$ cat config.mk
export PLATFORM = sky130hd
export DESIGN_NAME = ows_tx_engine_flat
export DESIGN_NICKNAME = d
export VERILOG_FILES = /design/src/rtl/ows_tx_engine_if.sv /design/src/rtl/ows_tx_engine.sv /design/src/flat_wrapper.sv
export SDC_FILE = /design/constraint.sdc
export NUM_CORES = 1
export LEC_CHECK = 0
export ABC_AREA = 0
export CAP_MARGIN = 0
export CORE_MARGIN = 3
export CORE_UTILIZATION = 40
export DETAILED_ROUTE_END_ITERATION = 16
export GPL_ROUTABILITY_DRIVEN = 0
export SETUP_SLACK_MARGIN = 0.3
export SYNTH_ARGS = -nofsm -noshare
export SYNTH_HDL_FRONTEND = slang
export SYNTH_SLANG_ARGS = --single-unit
$ cat constraint.sdc
create_clock -name clk -period 6.3 [get_ports clk]
set_input_delay 1.26 -clock clk [delete_from_list [all_inputs] [get_ports clk]]
set_output_delay 1.26 -clock clk [all_outputs]
set_load 0.005 [all_outputs]
$ cat src/rtl/ows_tx_engine_if.sv
// Bus/handshake bundle for the 1-wire slave transmit engine.
// A byte transfers on any clock where tx_valid and tx_ready are both high; tx_data must be stable while tx_valid is high.
interface ows_tx_engine_if;
    logic       data_in;
    logic       snd_prsnc;
    logic       tx_valid;
    logic [7:0] tx_data;
    logic       tx_ready;
    logic       tx_done;
    logic       tx_abort;
    logic       busy;
    logic       data_out;
    logic       data_out_oe;
    logic [2:0] state_dbg;

    modport master (
        output data_in, snd_prsnc, tx_valid, tx_data,
        input  tx_ready, tx_done, tx_abort, busy, data_out, data_out_oe, state_dbg
    );

    modport slave (
        input  data_in, snd_prsnc, tx_valid, tx_data,
        output tx_ready, tx_done, tx_abort, busy, data_out, data_out_oe, state_dbg
    );
endinterface

$ cat src/rtl/ows_tx_engine.sv
// 1-wire slave transmit engine: presence pulse generation and LSB-first byte
// transmission in master-initiated time slots, with master-reset detection.
module ows_tx_engine #(
    parameter int PRES_WAIT_CYC = 360,
    parameter int PRES_LOW_CYC  = 1440,
    parameter int BIT0_LOW_CYC  = 360,
    parameter int RST_DET_CYC   = 5760
) (
    input  logic            clk,
    input  logic            rst,
    ows_tx_engine_if.slave  bus
);
    localparam int CNT_MAX_A = (PRES_WAIT_CYC > PRES_LOW_CYC) ? PRES_WAIT_CYC : PRES_LOW_CYC;
    localparam int CNT_MAX   = (CNT_MAX_A > BIT0_LOW_CYC) ? CNT_MAX_A : BIT0_LOW_CYC;
    localparam int CNT_W     = $clog2(CNT_MAX + 1);
    localparam int LOW_W     = $clog2(RST_DET_CYC + 1);

    typedef enum logic [2:0] {
        IDLE         = 3'd0,
        PRES_WAIT    = 3'd1,
        PRES_LOW     = 3'd2,
        PRES_REL     = 3'd3,
        TX_WAIT_FALL = 3'd4,
        TX_HOLD      = 3'd5,
        TX_WAIT_HIGH = 3'd6
    } state_t;

    state_t             state_q, state_d;
    logic [CNT_W-1:0]   cnt_q, cnt_d;
    logic [LOW_W-1:0]   low_cnt_q, low_cnt_d;
    logic [7:0]         shift_q, shift_d;
    logic [2:0]         bit_cnt_q, bit_cnt_d;
    logic               oe_q, oe_d;
    logic               done_q, done_d;
    logic               abort_q, abort_d;
    logic               s1_q, s1_d;
    logic               s2_q, s2_d;
    logic               s3_q, s3_d;

    logic fall;
    logic rst_det;
    logic tx_active;

    assign fall      = s3_q & ~s2_q;
    assign rst_det   = (low_cnt_q == LOW_W'(RST_DET_CYC));
    assign tx_active = (state_q == TX_WAIT_FALL) || (state_q == TX_HOLD) ||
                       (state_q == TX_WAIT_HIGH);

    always_comb begin
        s1_d      = bus.data_in;
        s2_d      = s1_q;
        s3_d      = s2_q;
        state_d   = state_q;
        cnt_d     = cnt_q;
        shift_d   = shift_q;
        bit_cnt_d = bit_cnt_q;
        oe_d      = 1'b0;
        done_d    = 1'b0;
        abort_d   = 1'b0;

        // Low-time counter saturates so it cannot wrap past the reset threshold.
        if (s2_q || oe_q) begin
            low_cnt_d = '0;
        end else if (!rst_det) begin
            low_cnt_d = low_cnt_q + LOW_W'(1);
        end else begin
            low_cnt_d = low_cnt_q;
        end

        case (state_q)
            IDLE: begin
                if (bus.tx_valid && bus.tx_ready) begin
                    shift_d   = bus.tx_data;
                    bit_cnt_d = 3'd0;
                    state_d   = TX_WAIT_FALL;
                end
            end
            PRES_WAIT: begin
                if (cnt_q == CNT_W'(PRES_WAIT_CYC - 1)) begin
                    cnt_d   = '0;
                    oe_d    = 1'b1;
                    state_d = PRES_LOW;
                end else begin
                    cnt_d = cnt_q + CNT_W'(1);
                end
            end
            PRES_LOW: begin
                if (cnt_q == CNT_W'(PRES_LOW_CYC - 1)) begin
                    cnt_d   = '0;
                    state_d = PRES_REL;
                end else begin
                    oe_d  = 1'b1;
                    cnt_d = cnt_q + CNT_W'(1);
                end
            end
            PRES_REL: begin
                if (s2_q) state_d = IDLE;
            end
            TX_WAIT_FALL: begin
                if (rst_det) begin
                    abort_d = 1'b1;
                    state_d = IDLE;
                end else if (fall) begin
                    // A 0 bit spends one cycle in TX_HOLD before oe rises, giving
                    // the 3-clock latency from the first low sample.
                    cnt_d   = '0;
                    state_d = shift_q[0] ? TX_WAIT_HIGH : TX_HOLD;
                end
            end
            TX_HOLD: begin
                if (cnt_q == CNT_W'(BIT0_LOW_CYC)) begin
                    cnt_d   = '0;
                    state_d = TX_WAIT_HIGH;
                end else begin
                    oe_d  = 1'b1;
                    cnt_d = cnt_q + CNT_W'(1);
                end
            end
            TX_WAIT_HIGH: begin
                if (rst_det) begin
                    abort_d = 1'b1;
                    state_d = IDLE;
                end else if (s2_q) begin
                    shift_d = {1'b0, shift_q[7:1]};
                    if (bit_cnt_q == 3'd7) begin
                        bit_cnt_d = 3'd0;
                        done_d    = 1'b1;
                        state_d   = IDLE;
                    end else begin
                        bit_cnt_d = bit_cnt_q + 3'd1;
                        state_d   = TX_WAIT_FALL;
                    end
                end
            end
            default: state_d = IDLE;
        endcase

        // A presence request preempts whatever the engine was doing.
        if (bus.snd_prsnc) begin
            state_d = PRES_WAIT;
            cnt_d   = '0;
            oe_d    = 1'b0;
            done_d  = 1'b0;
            abort_d = tx_active;
        end
    end

    always_ff @(posedge clk) begin
        if (rst) begin
            state_q   <= IDLE;
            cnt_q     <= '0;
            low_cnt_q <= '0;
            shift_q   <= 8'h00;
            bit_cnt_q <= 3'd0;
            oe_q      <= 1'b0;
            done_q    <= 1'b0;
            abort_q   <= 1'b0;
            s1_q      <= 1'b1;
            s2_q      <= 1'b1;
            s3_q      <= 1'b1;
        end else begin
            state_q   <= state_d;
            cnt_q     <= cnt_d;
            low_cnt_q <= low_cnt_d;
            shift_q   <= shift_d;
            bit_cnt_q <= bit_cnt_d;
            oe_q      <= oe_d;
            done_q    <= done_d;
            abort_q   <= abort_d;
            s1_q      <= s1_d;
            s2_q      <= s2_d;
            s3_q      <= s3_d;
        end
    end

    assign bus.tx_ready    = (state_q == IDLE) && !bus.snd_prsnc;
    assign bus.tx_done     = done_q;
    assign bus.tx_abort    = abort_q;
    assign bus.busy        = (state_q != IDLE);
    assign bus.data_out    = 1'b0;
    assign bus.data_out_oe = oe_q;
    assign bus.state_dbg   = state_q;
endmodule

$ cat src/flat_wrapper.sv
// flat-port wrapper written by rule: the top's interface ports become plain ports
module ows_tx_engine_flat 
#(
    parameter int PRES_WAIT_CYC = 360,
    parameter int PRES_LOW_CYC  = 1440,
    parameter int BIT0_LOW_CYC  = 360,
    parameter int RST_DET_CYC   = 5760
)
  (clk, rst, bus_data_in, bus_snd_prsnc, bus_tx_valid, bus_tx_data, bus_tx_ready, bus_tx_done, bus_tx_abort, bus_busy, bus_data_out, bus_data_out_oe, bus_state_dbg);
  ows_tx_engine_if bus_i ();
  input  logic clk;
  input  logic rst;
  input wire logic [$bits(bus_i.data_in)-1:0] bus_data_in;
  input wire logic [$bits(bus_i.snd_prsnc)-1:0] bus_snd_prsnc;
  input wire logic [$bits(bus_i.tx_valid)-1:0] bus_tx_valid;
  input wire logic [$bits(bus_i.tx_data)-1:0] bus_tx_data;
  output wire logic [$bits(bus_i.tx_ready)-1:0] bus_tx_ready;
  output wire logic [$bits(bus_i.tx_done)-1:0] bus_tx_done;
  output wire logic [$bits(bus_i.tx_abort)-1:0] bus_tx_abort;
  output wire logic [$bits(bus_i.busy)-1:0] bus_busy;
  output wire logic [$bits(bus_i.data_out)-1:0] bus_data_out;
  output wire logic [$bits(bus_i.data_out_oe)-1:0] bus_data_out_oe;
  output wire logic [$bits(bus_i.state_dbg)-1:0] bus_state_dbg;
  assign bus_i.data_in = bus_data_in;
  assign bus_i.snd_prsnc = bus_snd_prsnc;
  assign bus_i.tx_valid = bus_tx_valid;
  assign bus_i.tx_data = bus_tx_data;
  assign bus_tx_ready = bus_i.tx_ready;
  assign bus_tx_done = bus_i.tx_done;
  assign bus_tx_abort = bus_i.tx_abort;
  assign bus_busy = bus_i.busy;
  assign bus_data_out = bus_i.data_out;
  assign bus_data_out_oe = bus_i.data_out_oe;
  assign bus_state_dbg = bus_i.state_dbg;
  ows_tx_engine #(.PRES_WAIT_CYC(PRES_WAIT_CYC), .PRES_LOW_CYC(PRES_LOW_CYC), .BIT0_LOW_CYC(BIT0_LOW_CYC), .RST_DET_CYC(RST_DET_CYC)) u_core (.clk(clk), .rst(rst), .bus(bus_i));
endmodule
==> reports/results.md, run 1 <==
| Result | This run | Unit |
| --- | --- | --- |
| Outcome | finished, final reports clean | - |
| Startpoint of the worst hold path | u_core.s1_q$_SDFF_PP1_ | - |
| Wire length per cell after detailed routing | 14.2 | um |
| Number of sinks on the clock net | 44 | - |
| Detailed Routing Iterations Pass 1 | 4 | - |
| Cell types with the largest area share after synthesis | sky130_fd_sc_hd__dfxtp_1, sky130_fd_sc_hd__nand2_1, sky130_fd_sc_hd__a21oi_1, sky130_fd_sc_hd__nor2_1, sky130_fd_sc_hd__nand3_1 | - |
| Area overhead of the layout relative to synthesis | 13.5 | % |
| Overall routing resource usage | 0.163 | - |
| Avg Inst Size Synth | 8.48 | um2 |
| Area of the placeable core | 5610 | um2 |
| Antenna violations before repair | 0 | - |
| Post-synthesis cell type with the largest combined area | sky130_fd_sc_hd__dfxtp_1 | - |
| Cell Area, Synth | 2360 | um2 |
| CTS-repair resized insts | 0 | - |
| Fraction of met1 tracks used by global routing | 0.219 | - |
| Unrepaired setup endpoints after global routing | false | - |
| Tightest slew margin relative to the limit | 0.217 | - |
| Clock root buffer | sky130_fd_sc_hd__clkbuf_8 | - |
| Synth Instances | 278 | - |
| Internal power summed over all cells | 457 | uW |
| Portion of total power attributed to combinational logic | 0.171 | - |
| Setup crit end kind | output pin | - |
| Die extent in x | 82.8 | um |
| Hold EP | u_core.s2_q$_SDFF_PP1_ | - |
| Max-cap violations | 0 | - |
| End of the worst register-to-register path | u_core.cnt_q[5]$_SDFFE_PP0P_ | - |
| P_leak | 0.000895 | uW |
| Number of DRC violations after detailed-routing iteration 0 | 79 | - |
| Number of synthesized flops with an enable pin | 0 | - |
| TritonCTS clock tree | built | - |
| Max FO, Critical Path | 6 | - |
| Peak supply drop | 0.000101 | V |
| Tmin final | 3.76 | ns |
| Post-synth cell types | 52 | - |
| Number of placement rows | 27 | - |
| Dpl cells | 357 | - |
| Flop2flop setup slack | 3.40 | ns |
| Yosys top cell area share | 0.374 | - |
| Die area | 6850 | um2 |
| Global-route wire length before repair | 8.75 | mm |
| Input/output buffers | 20 | - |
| Post-route ant nets | 0 | - |
| Maximum clock insertion buffer count | 2 | - |
| Via count of the routed design | 2,010 | - |
| Fraction of power spent switching nets | 0.270 | - |
| Most instantiated flip-flop cell in the synthesis netlist | sky130_fd_sc_hd__dfxtp_1 | - |
| Met3 routing resource usage after global routing | 0.0445 | - |
| Portion of the post-synthesis area used by sequential elements | 0.374 | - |
| Endpoint arrival time on the critical path | 2.50 | ns |
| Effective utilization at floorplan | 0.420 | - |
| Async S/R FF share, synth | 0 | - |
| Vias per Instance | 5.51 | - |
| GRT met2 Usage | 0.256 | - |
| Fmax achieved | 266 | MHz |
| Cell depth of the worst min-delay path | 1 | - |
| Slew at the pin with the worst max-slew slack | 1.17 | ns |
| Count of endpoints failing hold in the final timing report | 0 | - |
| End-of-flow core utilization | 0.477 | - |
| Synthesized net count | 297 | - |
| Critical path launch point | bus_snd_prsnc | - |
| Post-CTS Hold Buffers | 0 | - |
| Number of warnings reported in the yosys synthesis log | 0 | - |
| Worst-case clock skew | 0.00683 | ns |
| Final Power | 626 | uW |
| Period utilisation layout | 0.596 | - |
| H-Tree Depth | 2 | - |
| Congestion Overflow GR | 0 | - |
| Post-CTS Setup Repair Bufs | 0 | - |
| Net load switching power | 169 | uW |
| Num CTS Buffers | 5 | - |
| Ratio of cells with drive above 1 in the final layout | 0.0785 | - |
| I/O pin count | 22 | - |
| Share of power burned in the clock network | 0.342 | - |
| Commonest cells after routing, fill and taps aside | sky130_fd_sc_hd__dfxtp_1, sky130_fd_sc_hd__nand2_1, sky130_fd_sc_hd__nor2_1 | - |
| Total DRC errors in the routed layout | 0 | - |
| Worst Hold Margin | 0.423 | ns |
| Sequential share of power | 0.488 | - |
| Clock transition at the registers of the reported paths | 0.08 | ns |
| Vias in the first global route | 1,845 | - |
| Total negative setup slack | 0 | ns |
| Reg-to-Reg Start | u_core.low_cnt_q[6]$_SDFFE_PP0N_ | - |
| Drt total wl | 5.18 | mm |
| Pin count of the biggest net entering global routing | 22 | - |
| Crit Path Category | in -> out | - |
| Clock network latency to the later pin of the worst-skew pair | 0.29 | ns |
| Power per Cell Area | 234 | nW/um2 |
| Detailed Place HPWL | 3.60 | mm |
| Number of synthesized register bits | 44 | - |
| Setup Viol. Count Final | 0 | - |
| Die Height | 82.8 | um |
| Fin. max-slew vios | 0 | - |
| Min-Delay Path Class | reg -> reg | - |
| Worst setup SP type | input port | - |
| Reg2reg path depth | 5 | - |
| Nets@finish | 311 | - |
| Diodes inserted | 0 | - |
| Cell Count, Final, Fillers Out | 365 | - |
| Required time at the worst-slack endpoint | 5.04 | ns |
| Peak-usage layer in the global routing report | met2 | - |
| Most frequent standard cell in the layout excluding fill and tap cells | sky130_fd_sc_hd__dfxtp_1 | - |
cell usage after synthesis (all sizes together) (2+ instances only):
library cell   n
dfxtp         44
nand2         29
nor2          26
a21oi         22
nand3         16
inv           12
nor3          10
a311oi         9
clkbuf         8
o21ai          8
or3            7
ha             6
o31ai          6
xnor2          6
buf            5
nand2b         5
nand4          5
or4            5
a211oi         4
nor3b          4
or2            4
and3           3
nand3b         3
o21a           3
o21ba          3
xor2           3
a2111oi        2
and2           2
and3b          2
mux2i          2
o31a           2
or4b           2
worst max-delay path, stage by stage:
cell                              delay, ns
sky130_fd_sc_hd__clkdlybuf4s50_1       0.49
sky130_fd_sc_hd__nor2_1                0.21
sky130_fd_sc_hd__clkdlybuf4s50_1       0.53
logic make-up after synthesis:
logic type / share of synthesized area
XOR/XNOR: 0.0334
adder cells (fa/ha/maj): 0.0318
AO/OA/AOI/OAI: 0.209
multiplexers: 0.00849
buffers and inverters: 0.0552
AND/OR/NAND/NOR: 0.287
flip-flops: 0.374
other: 0.00159
sequential cells by signal, indices dropped and copies added (netlist names):
| register | flops |
|---|---|
| u_core.cnt_q | 11 |
| u_core.bit_cnt_q | 3 |
| u_core.bus.state_dbg | 3 |
| u_core.s2_q | 1 |
| u_core.s3_q | 1 |
| u_core.bus.tx_done | 1 |
| u_core.s1_q | 1 |
| u_core.bus.tx_abort | 1 |
| u_core.shift_q | 8 |
| u_core.bus.data_out_oe | 1 |
| u_core.low_cnt_q | 13 |
worst max path at each step:
stage                   end  slack (ns)  cells after the start
3_5_place_dp   bus_tx_ready        2.52                      3
4_1_cts        bus_tx_ready        2.52                      3
5_1_grt        bus_tx_ready        2.46                      3
2_1_floorplan  bus_tx_ready        3.61                      1
3_3_place_gp   bus_tx_ready        2.57                      3
6_report       bus_tx_ready        2.54                      3
per-stage QoR:
step | setup WS, ns | instance area [um2]
global route | 2.46 | 2680
detailed placement | 2.52 | 2570
CTS | 2.52 | 2680
finish | 2.54 | 2680
global placement | 2.57 | 2570
floorplan | 3.61 | 2360
cell type report:
| cell class | instances | area, um2 |
|---|---|---|
| sequential | 44 | 881 |
| timing repair buffer | 20 | 200 |
| clock inverter | 2 | 35.0 |
| tap | 72 | 90.1 |
| fill | 580 | 2930 |
| clock buffer | 6 | 72.6 |
| inverter | 12 | 45.0 |
| multi-input combinational | 209 | 1350 |
per-layer routing:
layer / vias to the layer above / wire [um]
li1: 1031 / -
met1: 938 / 2560
met2: 36 / 2360
met3: 5 / 216
met4: 0 / 40
met5: - / 0
power groups by stage:
stage	clock (uW)	sequential [uW]	combinational [uW]
3_5_place_dp	0	312	106
2_1_floorplan	0	304	87.2
6_report	214	306	107
5_1_grt	231	308	119
4_1_cts	218	306	107
3_3_place_gp	0	312	105
No activity file was read; power rests on OpenSTA's default activity.
==> run 2, diff against run 1 <==
clock period = 3.6 ns   (was 6.3 ns; I/O delays follow)
==> run 2 against run 1 <==
Against the previous run:
- routed wire length increased by 1.6%
- register-to-register slack got worse by 2.4 ns
- worst setup slack got worse by 1.7 ns
- core utilization unchanged
- non-clock buffer count increased by 4
- die area unchanged
- combinational power increased by 87%
- critical path depth unchanged
- clock-buffer cell count unchanged
- worst hold slack about the same
==> reports/results.md, run 2 (synthesized netlist as in run 1, its figures left out) <==
| Result | This run | Unit | Change |
| --- | --- | --- | --- |
| Vias in the first global route | 1,831 | - | was 1,845 |
| H-Tree Depth | 2 | - | unchanged |
| Setup Viol. Count Final | 0 | - | unchanged |
| Detailed Place HPWL | 3.71 | mm | was 3.60 mm |
| Period utilisation layout | 0.760 | - |  |
| Unrepaired setup endpoints after global routing | false | - | unchanged |
| Die extent in x | 82.8 | um | unchanged |
| Antenna violations before repair | 0 | - | unchanged |
| Slack of the critical path | 0.865 | ns | was 2.54 ns |
| Count of endpoints failing hold in the final timing report | 0 | - | unchanged |
| Crit Path Category | reg -> out | - | was in -> out |
| Vias per Instance | 5.46 | - | was 5.51 |
| Final Power | 1030 | uW | was 626 uW |
| Max FO, Critical Path | 14 | - | was 6 |
| Global-route wire length before repair | 8.72 | mm | was 8.75 mm |
| Total DRC errors in the routed layout | 0 | - | unchanged |
| Detailed Routing Iterations Pass 1 | 4 | - | unchanged |
| Nets@finish | 315 | - | was 311 |
| Area of the placeable core | 5610 | um2 | unchanged |
| Reg-to-Reg Start | u_core.low_cnt_q[6]$_SDFFE_PP0N_ | - | unchanged |
| Tmin final | 2.73 | ns |  |
| Die area | 6850 | um2 | unchanged |
| Setup crit end kind | output pin | - | unchanged |
| P_leak | 0.000901 | uW | was 0.000895 uW |
| Congestion Overflow GR | 0 | - | unchanged |
| Tightest slew margin relative to the limit | 0.415 | - | was 0.217 |
| Max FFs per register | 13 | - | unchanged |
| Buf/Inv on CP | 1 | - | was 2 |
| TritonCTS clock tree | built | - | unchanged |
| Critical-path cell with the highest stage delay | sky130_fd_sc_hd__clkdlybuf4s50_1 | - | unchanged |
| Total negative setup slack | 0 | ns | unchanged |
| Post-CTS Hold Buffers | 0 | - | unchanged |
| Critical path launch point | u_core.bus.state_dbg[0]$_SDFFE_PP0P_ | - | was bus_snd_prsnc |
| I/O pin count | 22 | - | unchanged |
| Clock transition at the registers of the reported paths | 0.08 | ns | about the same |
| Endpoint arrival time on the critical path | 2.01 | ns | was 2.50 ns |
| Ratio of cells with drive above 1 in the final layout | 0.0878 | - | was 0.0785 |
| Wire length per cell after detailed routing | 14.3 | um | was 14.2 um |
| Worst-case clock skew | 0.00485 | ns | was 0.00683 ns |
| Clock network latency to the later pin of the worst-skew pair | 0.30 | ns | was 0.29 ns |
| Power per Cell Area | 384 | nW/um2 | was 234 nW/um2 |
| Fmax achieved | 366 | MHz |  |
| Commonest cells after routing, fill and taps aside | sky130_fd_sc_hd__dfxtp_1, sky130_fd_sc_hd__nand2_1, sky130_fd_sc_hd__nor2_1 | - | unchanged |
| Area overhead of the layout relative to synthesis | 13.5 | % | unchanged |
| Post-placement setup slack | 0.888 | ns | was 2.52 ns |
| Placement-stage cell area | 2600 | um2 | was 2570 um2 |
| Final design area excluding fillers | 2680 | um2 | unchanged |
| Effective utilization at floorplan | 0.420 | - | unchanged |
| Startpoint of the worst hold path | u_core.s1_q$_SDFF_PP1_ | - | unchanged |
| Die Height | 82.8 | um | unchanged |
| Most frequent standard cell in the layout excluding fill and tap cells | sky130_fd_sc_hd__dfxtp_1 | - | unchanged |
| Diodes inserted | 0 | - | unchanged |
| Required time at the worst-slack endpoint | 2.88 | ns | was 5.04 ns |
| Maximum single-stage delay on the critical path | 0.54 | ns | was 0.53 ns |
| CTS-repair resized insts | 0 | - | unchanged |
| Via count of the routed design | 2,010 | - | unchanged |
| Cell-by-cell listing of the critical path | or3_1 -> nor2_1 -> clkdlybuf4s50_1 | - | was clkdlybuf4s50_1 -> nor2_1 -> clkdlybuf4s50_1 |
| Fin. max-slew vios | 0 | - | unchanged |
| Clock root buffer | sky130_fd_sc_hd__clkbuf_8 | - | unchanged |
| Flop2flop setup slack | 1.01 | ns | was 3.40 ns |
| Maximum clock insertion buffer count | 2 | - | unchanged |
| Number of DRC violations after detailed-routing iteration 0 | 90 | - | was 79 |
| Post-route ant nets | 0 | - | unchanged |
| Num CTS Buffers | 5 | - | unchanged |
| Input/output buffers | 20 | - | unchanged |
| Outcome | finished, final reports clean | - | unchanged |
| Overall routing resource usage | 0.163 | - | about the same |
| Worst setup SP type | flop | - | was input port |
| Slew at the pin with the worst max-slew slack | 0.856 | ns | was 1.17 ns |
| Number of placement rows | 27 | - | unchanged |
| Min-Delay Path Class | reg -> reg | - | unchanged |
| Number of sinks on the clock net | 44 | - | unchanged |
| Drt total wl | 5.26 | mm | was 5.18 mm |
| Pin count of the biggest net entering global routing | 21 | - | was 22 |
| Post-CTS Setup Repair Bufs | 0 | - | unchanged |
| Biggest register | u_core.low_cnt_q | - | unchanged |
| Peak supply drop | 0.000160 | V | was 0.000101 V |
| Max-cap violations | 0 | - | unchanged |
| Registers with the most flip-flops | u_core.low_cnt_q x13, u_core.cnt_q x11, u_core.shift_q x8 | - | unchanged |
| Largest delay share family, worst path | simple AND/OR/NAND/NOR gates | - | was buffers and inverters |
[run 2: cell count changes in the layout (fill, tap and decap cells not counted)]
cell,before,now
sky130_fd_sc_hd__buf_4,0,4
sky130_fd_sc_hd__bufinv_16,1,0
[run 2: worst paths after layout]
check / endpoint / depth (start not counted)
worst max-delay path: bus_tx_ready / 3
worst max register to register: u_core.cnt_q[1]$_SDFFE_PP0P_ / 6
worst min-delay path: u_core.s2_q$_SDFF_PP1_ / 1
worst min register to register: u_core.s2_q$_SDFF_PP1_ / 1
[run 2: worst register-to-register path, stage by stage (launching register included)]
cell	delay [ns]
sky130_fd_sc_hd__dfxtp_1	0.33
sky130_fd_sc_hd__or4b_1	0.56
sky130_fd_sc_hd__or3_1	0.55
sky130_fd_sc_hd__o32ai_4	0.51
sky130_fd_sc_hd__buf_4	0.28
sky130_fd_sc_hd__mux2i_1	0.20
sky130_fd_sc_hd__nor2_1	0.05
[run 2: stage by stage]
stage / util / hold WS [ns] / std cells
global placement: 0.463 / 0.406 / 361
global route: 0.477 / 0.443 / 368
floorplan: - / 0.389 / 278
finish: 0.477 / 0.422 / 368
CTS: 0.477 / 0.427 / 368
detailed placement: 0.463 / 0.404 / 361
[run 2: final cells by class]
| type | instances | area, um2 |
|---|---|---|
| Timing Repair Buffer | 24 | 230 |
| Fill cell | 540 | 2930 |
| Clock buffer | 6 | 72.6 |
| Multi-Input combinational cell | 209 | 1350 |
| Tap cell | 72 | 90.1 |
| Clock inverter | 1 | 5.00 |
| Sequential cell | 44 | 881 |
| Inverter | 12 | 45.0 |
[run 2: power breakdown]
group	leakage [uW]	switching [uW]	internal [uW]
clock network	0.0000410	162	132
registers	0.000357	23.5	510
logic	0.000502	109	91.3
total	0.000901	294	733
[run 2: per-layer routing]
layer  global-route usage  vias to the layer above  part of all wire  wire (um)
li1                     -                     1042                 -          -
met4               0.0507                        0             0.015         78
met2                0.260                       28              0.45       2360
met3               0.0390                        8             0.038        200
met1                0.216                      932              0.50       2620
met5                    0                        -                 0          0
